--- src/rtl/sram_ctrl_if.sv ---
// Request/response bus between the hs32 memory bus master and sram_ctrl.
// The master drives requests; the controller (slave) answers with ready and response.
interface sram_ctrl_if #(
  parameter int ADDR_W = 17
);
  logic              req_valid;
  logic              req_ready;
  logic              req_we;
  logic [ADDR_W-3:0] req_addr;
  logic [31:0]       req_wdata;
  logic [3:0]        req_be;
  logic              resp_valid;
  logic [31:0]       resp_rdata;

  modport master (
    output req_valid, req_we, req_addr, req_wdata, req_be,
    input  req_ready, resp_valid, resp_rdata
  );

  modport slave (
    input  req_valid, req_we, req_addr, req_wdata, req_be,
    output req_ready, resp_valid, resp_rdata
  );
endinterface

--- src/rtl/sram_ctrl.sv ---
// Word-to-byte controller for a 128K x 8 asynchronous SRAM. Each 32-bit request
// becomes a sequence of byte cycles with WAIT_CYCLES-long CE/WE/OE strobes.
module sram_ctrl #(
  parameter int WAIT_CYCLES = 3,
  parameter int ADDR_W      = 17
) (
  input  logic              clk,
  input  logic              rstn,
  sram_ctrl_if.slave        bus,
  output logic [ADDR_W-1:0] sram_a,
  output logic [7:0]        sram_dq_o,
  output logic              sram_dq_oe,
  input  logic [7:0]        sram_dq_i,
  output logic              sram_ce_n,
  output logic              sram_ce2,
  output logic              sram_we_n,
  output logic              sram_oe_n
);
  localparam int CNT_W = (WAIT_CYCLES > 1) ? $clog2(WAIT_CYCLES) : 1;
  localparam logic [CNT_W-1:0] CNT_LAST = CNT_W'(WAIT_CYCLES - 1);

  typedef enum logic [2:0] {IDLE, RD, WR_SETUP, WR_STROBE, WR_HOLD, DONE} state_t;

  state_t            state, state_d;
  logic [1:0]        k, k_d;
  logic [CNT_W-1:0]  cnt, cnt_d;
  logic [ADDR_W-3:0] addr_q;
  logic [31:0]       wdata_q;
  logic [3:0]        be_q;
  logic [31:0]       rdata_q;
  logic              accept;
  logic              rd_latch;
  logic [2:0]        first_sel;
  logic [2:0]        next_sel;

  // Returns {found, index} of the lowest enabled byte at or above 'from'.
  function automatic logic [2:0] pick_byte(input logic [3:0] be, input logic [2:0] from);
    logic [2:0] r;
    r = 3'b000;
    for (int i = 3; i >= 0; i--) begin
      if (be[i] && (3'(i) >= from)) r = {1'b1, 2'(i)};
    end
    return r;
  endfunction

  assign first_sel = pick_byte(bus.req_be, 3'd0);
  assign next_sel  = pick_byte(be_q, {1'b0, k} + 3'd1);

  always_comb begin
    // NOTE: every signal gets a default first so no path through the case infers a latch.
    state_d      = state;
    k_d          = k;
    cnt_d        = cnt;
    accept       = 1'b0;
    rd_latch     = 1'b0;
    bus.req_ready  = 1'b0;
    bus.resp_valid = 1'b0;
    sram_ce_n    = 1'b1;
    sram_we_n    = 1'b1;
    sram_oe_n    = 1'b1;
    sram_dq_oe   = 1'b0;

    unique case (state)
      IDLE: begin
        bus.req_ready = 1'b1;
        if (bus.req_valid) begin
          accept = 1'b1;
          cnt_d  = '0;
          if (!bus.req_we) begin
            state_d = RD;
            k_d     = 2'd0;
          end else if (first_sel[2]) begin
            state_d = WR_SETUP;
            k_d     = first_sel[1:0];
          end else begin
            state_d = DONE;
          end
        end
      end
      RD: begin
        sram_ce_n = 1'b0;
        sram_oe_n = 1'b0;
        if (cnt == CNT_LAST) begin
          rd_latch = 1'b1;
          cnt_d    = '0;
          if (k == 2'd3) state_d = DONE;
          else           k_d     = k + 2'd1;
        end else begin
          cnt_d = cnt + 1'b1;
        end
      end
      WR_SETUP: begin
        sram_ce_n  = 1'b0;
        sram_dq_oe = 1'b1;
        state_d    = WR_STROBE;
        cnt_d      = '0;
      end
      WR_STROBE: begin
        sram_ce_n  = 1'b0;
        sram_dq_oe = 1'b1;
        sram_we_n  = 1'b0;
        if (cnt == CNT_LAST) state_d = WR_HOLD;
        else                 cnt_d   = cnt + 1'b1;
      end
      WR_HOLD: begin
        sram_ce_n  = 1'b0;
        sram_dq_oe = 1'b1;
        // Disabled bytes are skipped entirely, costing no cycles.
        if (next_sel[2]) begin
          state_d = WR_SETUP;
          k_d     = next_sel[1:0];
        end else begin
          state_d = DONE;
        end
      end
      DONE: begin
        bus.resp_valid = 1'b1;
        state_d        = IDLE;
      end
      default: state_d = IDLE;
    endcase
  end

  // NOTE: sequential state uses non-blocking assignments so all flops update together.
  always_ff @(posedge clk or negedge rstn) begin
    if (!rstn) begin
      state <= IDLE;
      k     <= 2'd0;
      cnt   <= '0;
    end else begin
      state <= state_d;
      k     <= k_d;
      cnt   <= cnt_d;
    end
  end

  always_ff @(posedge clk or negedge rstn) begin
    if (!rstn) begin
      addr_q  <= '0;
      wdata_q <= '0;
      be_q    <= '0;
      rdata_q <= '0;
    end else begin
      if (accept) begin
        addr_q  <= bus.req_addr;
        wdata_q <= bus.req_wdata;
        be_q    <= bus.req_be;
      end
      if (rd_latch) rdata_q[8*k +: 8] <= sram_dq_i;
    end
  end

  // Address and data come straight from registers, so they only move on byte changes.
  assign sram_a         = {addr_q, k};
  assign sram_dq_o      = wdata_q[8*k +: 8];
  assign sram_ce2       = ~sram_ce_n;
  assign bus.resp_rdata = rdata_q;
endmodule

--- src/flat_wrapper.sv ---
// flat-port wrapper written by rule: the top's interface ports become plain ports
module sram_ctrl_flat 
#(
  parameter int WAIT_CYCLES = 3,
  parameter int ADDR_W      = 17
)
  (clk, rstn, sram_a, sram_dq_o, sram_dq_oe, sram_dq_i, sram_ce_n, sram_ce2, sram_we_n, sram_oe_n, bus_req_valid, bus_req_we, bus_req_addr, bus_req_wdata, bus_req_be, bus_req_ready, bus_resp_valid, bus_resp_rdata);
  sram_ctrl_if #(.ADDR_W(ADDR_W)) bus_i ();
  input  logic clk;
  input  logic rstn;
  output logic [ADDR_W-1:0] sram_a;
  output logic [7:0] sram_dq_o;
  output logic sram_dq_oe;
  input  logic [7:0] sram_dq_i;
  output logic sram_ce_n;
  output logic sram_ce2;
  output logic sram_we_n;
  output logic sram_oe_n;
  input wire logic [$bits(bus_i.req_valid)-1:0] bus_req_valid;
  input wire logic [$bits(bus_i.req_we)-1:0] bus_req_we;
  input wire logic [$bits(bus_i.req_addr)-1:0] bus_req_addr;
  input wire logic [$bits(bus_i.req_wdata)-1:0] bus_req_wdata;
  input wire logic [$bits(bus_i.req_be)-1:0] bus_req_be;
  output wire logic [$bits(bus_i.req_ready)-1:0] bus_req_ready;
  output wire logic [$bits(bus_i.resp_valid)-1:0] bus_resp_valid;
  output wire logic [$bits(bus_i.resp_rdata)-1:0] bus_resp_rdata;
  assign bus_i.req_valid = bus_req_valid;
  assign bus_i.req_we = bus_req_we;
  assign bus_i.req_addr = bus_req_addr;
  assign bus_i.req_wdata = bus_req_wdata;
  assign bus_i.req_be = bus_req_be;
  assign bus_req_ready = bus_i.req_ready;
  assign bus_resp_valid = bus_i.resp_valid;
  assign bus_resp_rdata = bus_i.resp_rdata;
  sram_ctrl #(.WAIT_CYCLES(WAIT_CYCLES), .ADDR_W(ADDR_W)) u_core (.clk(clk), .rstn(rstn), .bus(bus_i), .sram_a(sram_a), .sram_dq_o(sram_dq_o), .sram_dq_oe(sram_dq_oe), .sram_dq_i(sram_dq_i), .sram_ce_n(sram_ce_n), .sram_ce2(sram_ce2), .sram_we_n(sram_we_n), .sram_oe_n(sram_oe_n));
endmodule
--- config.mk ---
export PLATFORM = sky130hd
export DESIGN_NAME = sram_ctrl_flat
export DESIGN_NICKNAME = d
export VERILOG_FILES = /design/src/rtl/sram_ctrl_if.sv /design/src/rtl/sram_ctrl.sv /design/src/flat_wrapper.sv
export SDC_FILE = /design/constraint.sdc
export NUM_CORES = 1
export LEC_CHECK = 0
export CORE_MARGIN = 2
export CORE_UTILIZATION = 51
export DETAILED_ROUTE_END_ITERATION = 12
export HOLD_SLACK_MARGIN = 0.03
export PLACE_DENSITY = 0.86
export SLEW_MARGIN = 15
export SYNTH_ARGS = -nofsm -noshare
export SYNTH_HDL_FRONTEND = slang
export SYNTH_SLANG_ARGS = --single-unit
--- constraint.sdc ---
create_clock -name clk -period 6.15 [get_ports clk]
set_clock_uncertainty 0.2 [all_clocks]
set_input_delay 1.23 -clock clk [delete_from_list [all_inputs] [get_ports clk]]
set_output_delay 1.23 -clock clk [all_outputs]
set_load 0.005 [all_outputs]
; Word-level counts from Yosys, hierarchy flattened
; Cells that the tools add are included.
[word_totals]
register_bits = 90
latchBits = 0
mem_bits_rw = 0
mem_bits_ro = 0
input_bits = 63
output_inout_bits = 64
word_cells = 83
memories = 0
[op_classes]
add_sub_neg = 4
n_mul = 0
n_div = 0
order_cmp = 4
eq_ne = 15
shift = 3
muxes = 38
bitwise_logic = 0
n_reduce_logical = 12
[op_table]
columns = op, count
row1 = 3-bit two-way mux, 15
row2 = 5-bit negator with 34-bit output, 1
row3 = "8-bit by 34-bit variable shift with 32-bit output, first input constant", 1
row4 = 8-bit by 34-bit indexed part select with 32-bit output, 1
row5 = 32-bit bitwise mux, 1
row6 = 32-bit by 6-bit indexed part select with 8-bit output, 1
row7 = 2-bit two-way mux, 9
row8 = 3-bit case mux with 5 select lines, 1
row9 = 1-bit two-way mux, 10
row10 = "2-bit by 1-bit inequality test with 1-bit output, second input constant", 4
row11 = 2-bit case mux with 4 select lines, 1
row12 = "3-bit by 2-bit == test with 1-bit output, second input constant", 2
row13 = "3-bit == test, second input constant", 2
row14 = "1-bit by 3-bit >= comparator with 1-bit output, first input constant", 2
row15 = "2-bit by 3-bit >= comparator with 1-bit output, first input constant", 2
row16 = "2-bit inequality test, second input constant", 3
row17 = 2-bit case mux with 3 select lines, 1
row18 = 6-bit AND reduction, 1
row19 = "2-bit by 1-bit adder with 2-bit output, second input constant", 2
row20 = "2-bit == test, second input constant", 2
row21 = 1-bit logical AND, 4
row22 = 4-bit AND reduction, 1
row23 = 4-bit nonzero test, 1
row24 = 4-bit OR reduction, 1
row25 = other kinds (7), 7

; Longest topological paths before layout
; Gate-level depths: netlist (run 1).
[depth]
depth_word = 9
mapped_depth = 8
ltp_nobuf = 7

; Least setup slack after synthesis (run 1)
; No wires, ideal clock.
[synth_path]
path_kind = register to output
from = register u_core.k[0]
to = output sram_dq_o[1]
arrival_ns = 1.330
required_ns = 4.720
slack_ns = 3.390
stages_incl_launch_ff = 3
path_buffers = 1
cell_sequence = dfrtp_1 > buf_2 > mux4_2
[synth_via]
elab_chain_cells = 1
[synth_rtl]
columns = element, line
row1 = "start, declared", sram_ctrl.sv:25  ; logic [1:0] k, k_d;
row2 = "start signal, assigned", sram_ctrl.sv:132  ; k <= k_d;
row3 = 32-bit by 6-bit indexed part select with 8-bit output, sram_ctrl.sv:155  ; assign sram_dq_o = wdata_q[8*k +: 8];
row4 = "end, declared", flat_wrapper.sv:12  ; output logic [7:0] sram_dq_o;
; Every way passes these cells.

; Final worst setup path (run 1)
[layout_path]
from = register u_core.k[0]
to = output sram_dq_o[0]
; The elaborated chain is that of the path after synthesis.

==> results of run 1 <==
[worst max-delay path by stage]
| stage | from | end | cells past startpoint |
|---|---|---|---|
| 2_1_floorplan | u_core.k[0] | sram_dq_o[1] | 2 |
| 3_3_place_gp | bus_req_valid | u_core.addr_q[13] | 3 |
| 3_5_place_dp | u_core.k[0] | sram_dq_o[0] | 2 |
| 4_1_cts | u_core.k[0] | sram_dq_o[0] | 2 |
| 5_1_grt | u_core.k[0] | sram_dq_o[0] | 2 |
| 6_report | u_core.k[0] | sram_dq_o[0] | 2 |
[sequential cells by signal, summed over array words and instances, names as in the netlist]
signal	flops
u_core.addr_q	15
u_core.be_q	4
u_core.bus.resp_rdata	32
u_core.cnt	2
u_core.k	2
u_core.state	3
u_core.wdata_q	32
[cells by family (layout without fill, tap and decap cells)]
family                     count (synthesis)  after routing
AOI/OAI and AO/OA                         59             59
DFF                                       90             90
buffers and inverters                     26            151
and+or+nand+nor                          116            116
adders and majority gates                  9              9
muxes                                     63             63
[worst max-delay path, stage by stage, from the launching register on]
cell             delay, ns
dfrtp_1               0.95
mux4_1                0.66
clkdlybuf4s50_1       0.47
[final cells by class]
type                            instances  share of cell area
Tap cell                              102              0.0225
Clock inverter                          6              0.0132
Sequential cell                        90               0.397
Multi-Input combinational cell        247               0.316
Timing Repair Buffer                  126               0.223
Clock buffer                           10              0.0225
Inverter                                9             0.00596
[report_power, final]
part	leakage (nW)	switching (mW)	total, mW	internal [mW]
sequential	1.03	0.225	1.10	0.877
combinational	1.25	0.459	1.25	0.794
clock	0.0990	0.220	0.414	0.194
total	2.37	0.903	2.77	1.87
[Yosys cell counts, types with 2 or more instances]
| cell type | number | area [um2] |
|---|---|---|
| dfrtp_1 | 90 | 2250 |
| o21ai_0 | 36 | 180 |
| mux4_2 | 7 | 158 |
| inv_1 | 9 | 33.8 |
| mux2_2 | 54 | 608 |
| nor3_1 | 6 | 30.0 |
| buf_4 | 5 | 37.5 |
| a21o_1 | 2 | 15.0 |
| nand2_1 | 75 | 282 |
| nor2_1 | 10 | 37.5 |
| nand2b_1 | 4 | 25.0 |
| buf_2 | 10 | 50.1 |
| nor3_2 | 2 | 20.0 |
| nor3b_2 | 3 | 37.5 |
| nor2b_1 | 3 | 18.8 |
| a22oi_1 | 2 | 15.0 |
| a21oi_1 | 10 | 50.1 |
| ha_1 | 9 | 113 |
| and2_1 | 3 | 18.8 |
| o41ai_1 | 2 | 17.5 |
| nand3_1 | 5 | 25.0 |
| clkbuf_1 | 2 | 7.51 |
[metal layers]
layer  global-route usage  up-vias  share of wire  wire (um)
met2                0.358      130           0.49       4660
met4               0.0471        0         0.0086         82
li1                     -     1499              -          -
met3               0.0615       11          0.081        772
met1                0.281     1544           0.42       3980
met5                    0        -              0          0
==> impl_metrics.csv, run 1 <==
group,metric,value,unit
power,p_per_area,488,mW/mm2
clocking,clock_path_buffers,2,
setup_path,cp_max_fo,19,
floorplanning,num_io_pins,127,
yosys,async_reset_ff_frac,1.00,
placement,placedCellCount,574,
timing,rsz0062_at_grt,"false",
placement,gp_congestion,0.816,
timing,setup_violations,0,
global_routing,grt_max_degree,91,
setup_path,worstSetupPathType,"flip-flop to primary output",
drt,via_per_inst,5.40,
timing,worst_pin_slew,0.913,ns
finish,fill_cells,556,
yosys,synth_enable_flop_cells,0,
finish,layout_commonest_cell,"clkdlybuf4s50_1",
drt,drt-total-wl,9500,um
clocking,cts_max_level,3,
clocking,clock_sinks,90,
setup_path,required,4.72,ns
run_status,status,"finished clean",
yosys,synth_cells,363,
clocking,tritoncts,"built",
timing,max_slew_margin,0.391,
hold_path,min-delay-start,"u_core.bus.resp_rdata[21]",
finish,utilization,0.727,
timing,finalCritPeriodShare,0.627,
timing,fin_ws,2.29,ns
placement,post-place-ws,2.64,ns
setup_path,reg2reg_slack,3.12,ns
hold_path,hold_end,"u_core.bus.resp_rdata[21]",
floorplanning,start_util,0.534,
timing,final_max_slew_viol_count,0,
clocking,cts_buffers,9,
yosys,ys_ff_latch,90,
global_routing,grt_pass1_vias,3066,
drt,wl_per_cell,16.1,um
finish,seq_area,0.00225,mm2
finish,syn2layout_area_growth,36.0,%
finish,final_cell_mix,"clkdlybuf4s50_1, dfrtp_1, nand2_1",
yosys,ys.flop_type,"dfrtp_1",
yosys,seq_area_frac_synth,0.540,
drt,drc,0,
placement,hpwl,6940,um
yosys,yosys.area_share.adder,0.0270,
drt,detail-route-antenna-nets,0,
yosys,yosysUniqueCellTypes,36,
finish,stdcell_count,590,
power,p_leak,2.37,nW
finish,insertedDiodeCount,0,
setup_path,critPathCaptureType,"primary output",
drt,vias,3184,
setup_path,rr_endpoint,"u_core.k[1]",
finish,layout.nets,555,
power,power,2.77,mW
global_routing,grt_pass1_wl,14800,um
yosys,synth_xor_xnor_area_share,0,
finish,layout-drive-gt1-share,0.174,
clocking,cts_root_buffer,"clkbuf_8",
global_routing,grtUsageTotal,0.214,
clocking,cts_setup_buffers,0,
hold_path,hold_depth,2,
setup_path,r2r-start,"u_core.k[0]",
clocking,clk_pin_slew_worst_paths,0.09,ns
setup_path,cp.arrival,2.43,ns
timing,hold-worst-slack,0.286,ns
timing,hold_viol,0,
yosys,synthSimpleGateAreaFrac,0.131,
flow_run,cap_violations,0,
floorplanning,rows,32,
finish,final_area,0.00567,mm2
clocking,ctsHoldBuffers,0,
placement,place_area,0.00547,mm2
floorplanning,fp.dieArea,0.00892,mm2
setup_path,startpoint_type,"flip-flop",
yosys,synth_top_family_by_area,"multiplexers",
floorplanning,die_y,94.5,um
timing,period_needed,3.86,ns
timing,fin_tns_setup,0,ns
setup_path,worstRegToRegCells,7,
clocking,post_cts_resized,0,
hold_path,min_path_type,"flip-flop to flip-flop",
placement,portBuffers,126,
drt,first_iter_violations,87,
drt,dr.pass1.iters,4,
yosys,syn_nets,435,
yosys,syn_area,0.00417,mm2
global_routing,antenna_found_initial,0,
global_routing,grt_overflow,0,
yosys,ys_warn_count,0,
timing,max_freq,259,MHz
clocking,clock_latency,0.35,ns
yosys,avgSynthCellArea,11.5,um2
floorplanning,coreArea,0.00781,mm2
floorplanning,die_w,94.5,um
power,ir_drop,0.000255,V
yosys,synth_compound_area_frac,0.0789,
finish,multi_input_area,0.00179,mm2
yosys,muxShareOfSynthArea,0.192,
(Power assumes the default switching activity.)
==> inputs of run 2 (changes only) <==
--- a/config.mk
+++ b/config.mk
@@ -6,10 +6,10 @@
 export NUM_CORES = 1
 export LEC_CHECK = 0
 export CORE_MARGIN = 2
-export CORE_UTILIZATION = 51
+export CORE_UTILIZATION = 47
 export DETAILED_ROUTE_END_ITERATION = 12
 export HOLD_SLACK_MARGIN = 0.03
-export PLACE_DENSITY = 0.86
+export PLACE_DENSITY = 0.8
 export SLEW_MARGIN = 15
 export SYNTH_ARGS = -nofsm -noshare
 export SYNTH_HDL_FRONTEND = slang
==> constraint.sdc (replaced) <==
create_clock -name clk -period 3.9 [get_ports clk]
set_clock_uncertainty 0.2 [all_clocks]
set_input_delay 0.78 -clock clk [delete_from_list [all_inputs] [get_ports clk]]
set_output_delay 0.78 -clock clk [all_outputs]
set_load 0.005 [all_outputs]
==> run 2 against run 1 <==
  * First-iteration DRC count increased by 130%
  * Largest cell class unchanged
  * Utilization decreased by 7.3 points
  * Routed wire length increased by 0.11%
  * Via count decreased by 0.35%
  * Global-route usage decreased by 0.97 points
  * Setup slack got worse by 1.5 ns
  * Critical endpoint unchanged
  * Critical path type unchanged
  * Cell area about the same
==> impl_metrics.csv, run 2 (synthesis gave the netlist of run 1 again) <==
group,metric,value,unit
run_status,status,"finished clean",
timing,finalCritPeriodShare,0.803,
flow_run,cap_violations,0,
power,p_int,2.88,mW
clocking,clock_sinks,90,
floorplanning,num_io_pins,127,
floorplanning,rows,34,
global_routing,grt_max_degree,65,
hold_path,hold_end,"u_core.bus.resp_rdata[17]",
floorplanning,fp.dieArea,0.00965,mm2
finish,layout.nets,559,
timing,worst_pin_slew,0.797,ns
drt,wl_per_cell,15.9,um
setup_path,worstSetupPathType,"flip-flop to primary output",
timing,rsz0062_at_grt,"false",
global_routing,antenna_found_initial,0,
timing,final_max_slew_viol_count,0,
power,pwr-share-comb,0.463,
timing,hold_viol,0,
hold_path,min-delay-start,"u_core.bus.resp_rdata[17]",
finish,fill_cells,699,
power,clkPwrFrac,0.134,
finish,insertedDiodeCount,0,
clocking,clock_latency,0.35,ns
power,p_leak,2.37,nW
finish,layout_commonest_cell,"clkdlybuf4s50_1",
clocking,cts_root_buffer,"clkbuf_8",
placement,gp_congestion,0.906,
setup_path,required,2.92,ns
timing,max_slew_margin,0.469,
clocking,clk_pin_slew_worst_paths,0.09,ns
drt,detail-route-antenna-nets,0,
finish,layout-drive-gt1-share,0.179,
timing,hold-worst-slack,0.290,ns
floorplanning,coreArea,0.00868,mm2
clocking,cts_buffers,9,
clocking,clock_path_buffers,2,
floorplanning,start_util,0.481,
setup_path,rr_endpoint,"u_core.k[0]",
setup_path,worstRegToRegCells,8,
setup_path,r2r-start,"u_core.k[0]",
drt,first_iter_violations,197,
finish,final_cell_mix,"clkdlybuf4s50_1, dfrtp_1, nand2_1",
placement,hpwl,7050,um
clocking,cts_max_level,3,
hold_path,hold_depth,2,
timing,fin_tns_setup,0,ns
finish,syn2layout_area_growth,35.9,%
power,p_per_area,756,mW/mm2
drt,drt-total-wl,9510,um
drt,via_per_inst,5.30,
global_routing,grt_pass1_vias,3243,
power,p_sw_frac,0.329,
timing,max_freq,319,MHz
clocking,ctsHoldBuffers,0,
global_routing,grt_pass1_wl,15900,um
setup_path,reg2reg_slack,1.06,ns
floorplanning,die_w,98.2,um
power,seqPwrFrac,0.403,
setup_path,cp_max_fo,9,
timing,period_needed,3.13,ns
global_routing,grtUsageTotal,0.205,
drt,vias,3173,
clocking,cts_setup_buffers,0,
setup_path,startpoint_type,"flip-flop",
placement,portBuffers,126,
floorplanning,die_y,98.2,um
hold_path,min_path_type,"flip-flop to flip-flop",
power,ir_drop,0.000347,V
power,power_switching,1.41,mW
clocking,post_cts_resized,0,
global_routing,grt_overflow,0,
timing,setup_violations,0,
drt,dr.pass1.iters,4,
setup_path,cp.arrival,2.15,ns
setup_path,critPathCaptureType,"primary output",
clocking,tritoncts,"built",
finish,utilization,0.653,
drt,drc,0,
-- run 2: cell types whose count changed in the layout (fill, tap and decap cells not counted), sizes merged --
cell	before	now
buf	1	5
clkinvlp	1	3
clkinv	2	0
bufinv	1	0
-- run 2: layer usage --
layer,global-route usage,share of wire
met1,0.274,0.43
met2,0.328,0.48
met3,0.0573,0.081
met4,0.0622,0.0092
met5,0,0
-- run 2: how the worst max path moves through the flow --
stage                 from      endpoint  depth (start not counted)
6_report       u_core.k[0]  sram_dq_o[0]                          2
5_1_grt        u_core.k[0]  sram_dq_o[0]                          2
4_1_cts        u_core.k[0]  sram_dq_o[0]                          2
3_5_place_dp   u_core.k[0]   u_core.k[0]                          8
3_3_place_gp   u_core.k[0]  sram_dq_o[0]                          2
2_1_floorplan  u_core.k[1]   u_core.k[0]                          8
-- run 2: final cells by class --
type / instances / area, um2 / area share
clock buffer: 10 / 128 / 0.0225
clock inverter: 5 / 40.0 / 0.00706
inverter: 9 / 33.8 / 0.00596
multi-input combinational: 247 / 1790 / 0.316
sequential: 90 / 2250 / 0.397
tap: 108 / 135 / 0.0238
timing repair buffer: 130 / 1290 / 0.227
-- run 2: worst max-delay path, stage by stage, from the launching register on --
cell and delay, ns:
dfrtp_1 0.69, mux4_1 0.62, clkdlybuf4s50_1 0.49
-- run 2: stage by stage --
stage / setup WS, ns / cell area (um2) / total power [mW] / cells
after CTS: 0.723 / 5670 / 4.33 / 599
final: 0.770 / 5670 / 4.29 / 599
after floorplan: 1.52 / 4170 / 2.72 / 363
after detailed placement: 1.06 / 5500 / 3.76 / 584
after global routing: 0.637 / 5670 / 4.60 / 599
after global placement: 1.10 / 5500 / 3.65 / 584
-- run 2: power by group through the flow --
stage          combinational [mW]  clock [mW]  sequential (mW)
5_1_grt                      2.18       0.628             1.79
4_1_cts                      2.01       0.584             1.73
2_1_floorplan                1.10           0             1.62
3_5_place_dp                 2.01           0             1.75
3_3_place_gp                 1.93           0             1.72
6_report                     1.99       0.574             1.73
==> inputs of run 3 (changes only) <==
==> constraint.sdc (replaced) <==
create_clock -name clk -period 3.1 [get_ports clk]
set_clock_uncertainty 0.2 [all_clocks]
set_input_delay 0.62 -clock clk [delete_from_list [all_inputs] [get_ports clk]]
set_output_delay 0.62 -clock clk [all_outputs]
set_load 0.005 [all_outputs]
==> run 3 against run 2 <==
  * Setup slack got worse by 0.59 ns
  * Combinational power rose by 31%
  * Non-clock buffer count rose by 3
  * Critical path type unchanged
==> impl_metrics.csv, run 3 (synthesis gave the netlist of run 1 again) <==
group,metric,value,unit
floorplanning,die_w,98.2,um
timing,period_needed,2.92,ns
global_routing,grt_overflow,0,
floorplanning,num_io_pins,127,
power,p_leak,2.42,nW
global_routing,grt_pass1_wl,16200,um
finish,final_cell_mix,"clkdlybuf4s50_1, dfrtp_1, nand2_1",
timing,hold_viol,0,
timing,worst_pin_slew,0.571,ns
drt,first_iter_violations,166,
drt,drc,0,
timing,finalCritPeriodShare,0.942,
global_routing,grt_max_degree,52,
setup_path,required,2.28,ns
clocking,clock_path_buffers,2,
drt,vias,3243,
placement,placedCellCount,587,
drt,via_per_inst,5.38,
clocking,cts_setup_buffers,0,
power,ir_drop,0.000426,V
drt,wl_per_cell,16.5,um
drt,detail-route-antenna-nets,0,
clocking,tritoncts,"built",
setup_path,startpoint_type,"flip-flop",
floorplanning,coreArea,0.00868,mm2
finish,layout.nets,562,
clocking,cts_root_buffer,"clkbuf_8",
clocking,cts_buffers,9,
finish,utilization,0.664,
setup_path,critPathCaptureType,"primary output",
setup_path,cp.arrival,2.10,ns
flow_run,cap_violations,0,
global_routing,antenna_found_initial,0,
finish,layout-drive-gt1-share,0.186,
floorplanning,fp.dieArea,0.00965,mm2
placement,portBuffers,126,
drt,dr.pass1.iters,4,
placement,post-place-ws,0.554,ns
timing,max_freq,343,MHz
clocking,clk_pin_slew_worst_paths,0.10,ns
finish,syn2layout_area_growth,38.1,%
timing,setup_violations,0,
setup_path,worstSetupPathType,"flip-flop to primary output",
timing,rsz0062_at_grt,"false",
floorplanning,rows,34,
timing,max_slew_margin,0.619,
setup_path,cp_max_fo,13,
floorplanning,die_y,98.2,um
clocking,post_cts_resized,0,
global_routing,grt_pass1_vias,3311,
drt,drt-total-wl,9970,um
finish,fill_cells,659,
timing,fin_tns_setup,0,ns
timing,fin_ws,0.181,ns
clocking,ctsHoldBuffers,0,
clocking,cts_max_level,3,
finish,insertedDiodeCount,0,
floorplanning,start_util,0.481,
timing,final_max_slew_viol_count,0,
run_status,status,"finished clean",
placement,hpwl,7410,um
finish,stdcell_count,603,
power,p_per_area,979,mW/mm2
finish,layout_commonest_cell,"clkdlybuf4s50_1",
setup_path,r2r-start,"u_core.k[1]",
placement,gp_congestion,0.909,
clocking,clock_latency,0.35,ns
hold_path,min_path_type,"input port to async pin",
clocking,clock_sinks,90,
global_routing,grtUsageTotal,0.209,
setup_path,startpoint,"u_core.state[2]",
## run 3: where the power goes
| part | internal [mW] | switching, mW | leakage (nW) |
|---|---|---|---|
| clock | 0.482 | 0.418 | 0.110 |
| sequential | 1.74 | 0.402 | 1.03 |
| combinational | 1.62 | 0.982 | 1.28 |
| total | 3.84 | 1.80 | 2.42 |
## run 3: metal layers
layer,vias to the layer above,share of wire,global-route usage
met5,-,0,0
met4,0,0.012,0.0632
met3,10,0.075,0.0515
met2,132,0.49,0.339
met1,1586,0.43,0.280
li1,1515,-,-
## run 3: worst paths after layout
kind / endpoint / slack [ns] / cells after the start
setup / recovery: sram_ce2 / 0.18 / 4
hold / removal: u_core.bus.resp_rdata[14] / 0.05 / 1
setup reg to reg: u_core.k[0] / 0.55 / 7
hold reg to reg: u_core.bus.resp_rdata[6] / 0.29 / 2
max in group asynchronous: u_core.k[1] / 1.87 / 2
min in group clk: u_core.bus.resp_rdata[6] / 0.29 / 2
## run 3: metrics by stage
stage	power, mW	cell area, um2	hold slack, ns
final	5.64	5760	0.0547
after global routing	6.02	5760	0.0861
after CTS	5.68	5760	0.0645
after detailed placement	4.77	5540	0.270
after global placement	4.64	5540	0.261
after floorplan	3.42	4170	0.124
## run 3: layout make-up
type                       count  area (um2)  share of cell area
multi-input combinational    247        1790               0.311
clock buffer                  11         141              0.0245
clock inverter                 5        85.1              0.0148
tap                          108         135              0.0234
sequential                    90        2250               0.391
inverter                       9        33.8             0.00586
timing repair buffer         133        1320               0.230
## run 3: critical path: stages (launching register included)
cell             delay, ns
dfrtp_1               0.56
inv_1                 0.17
or3_1                 0.38
nand3_1               0.13
clkdlybuf4s50_1       0.50
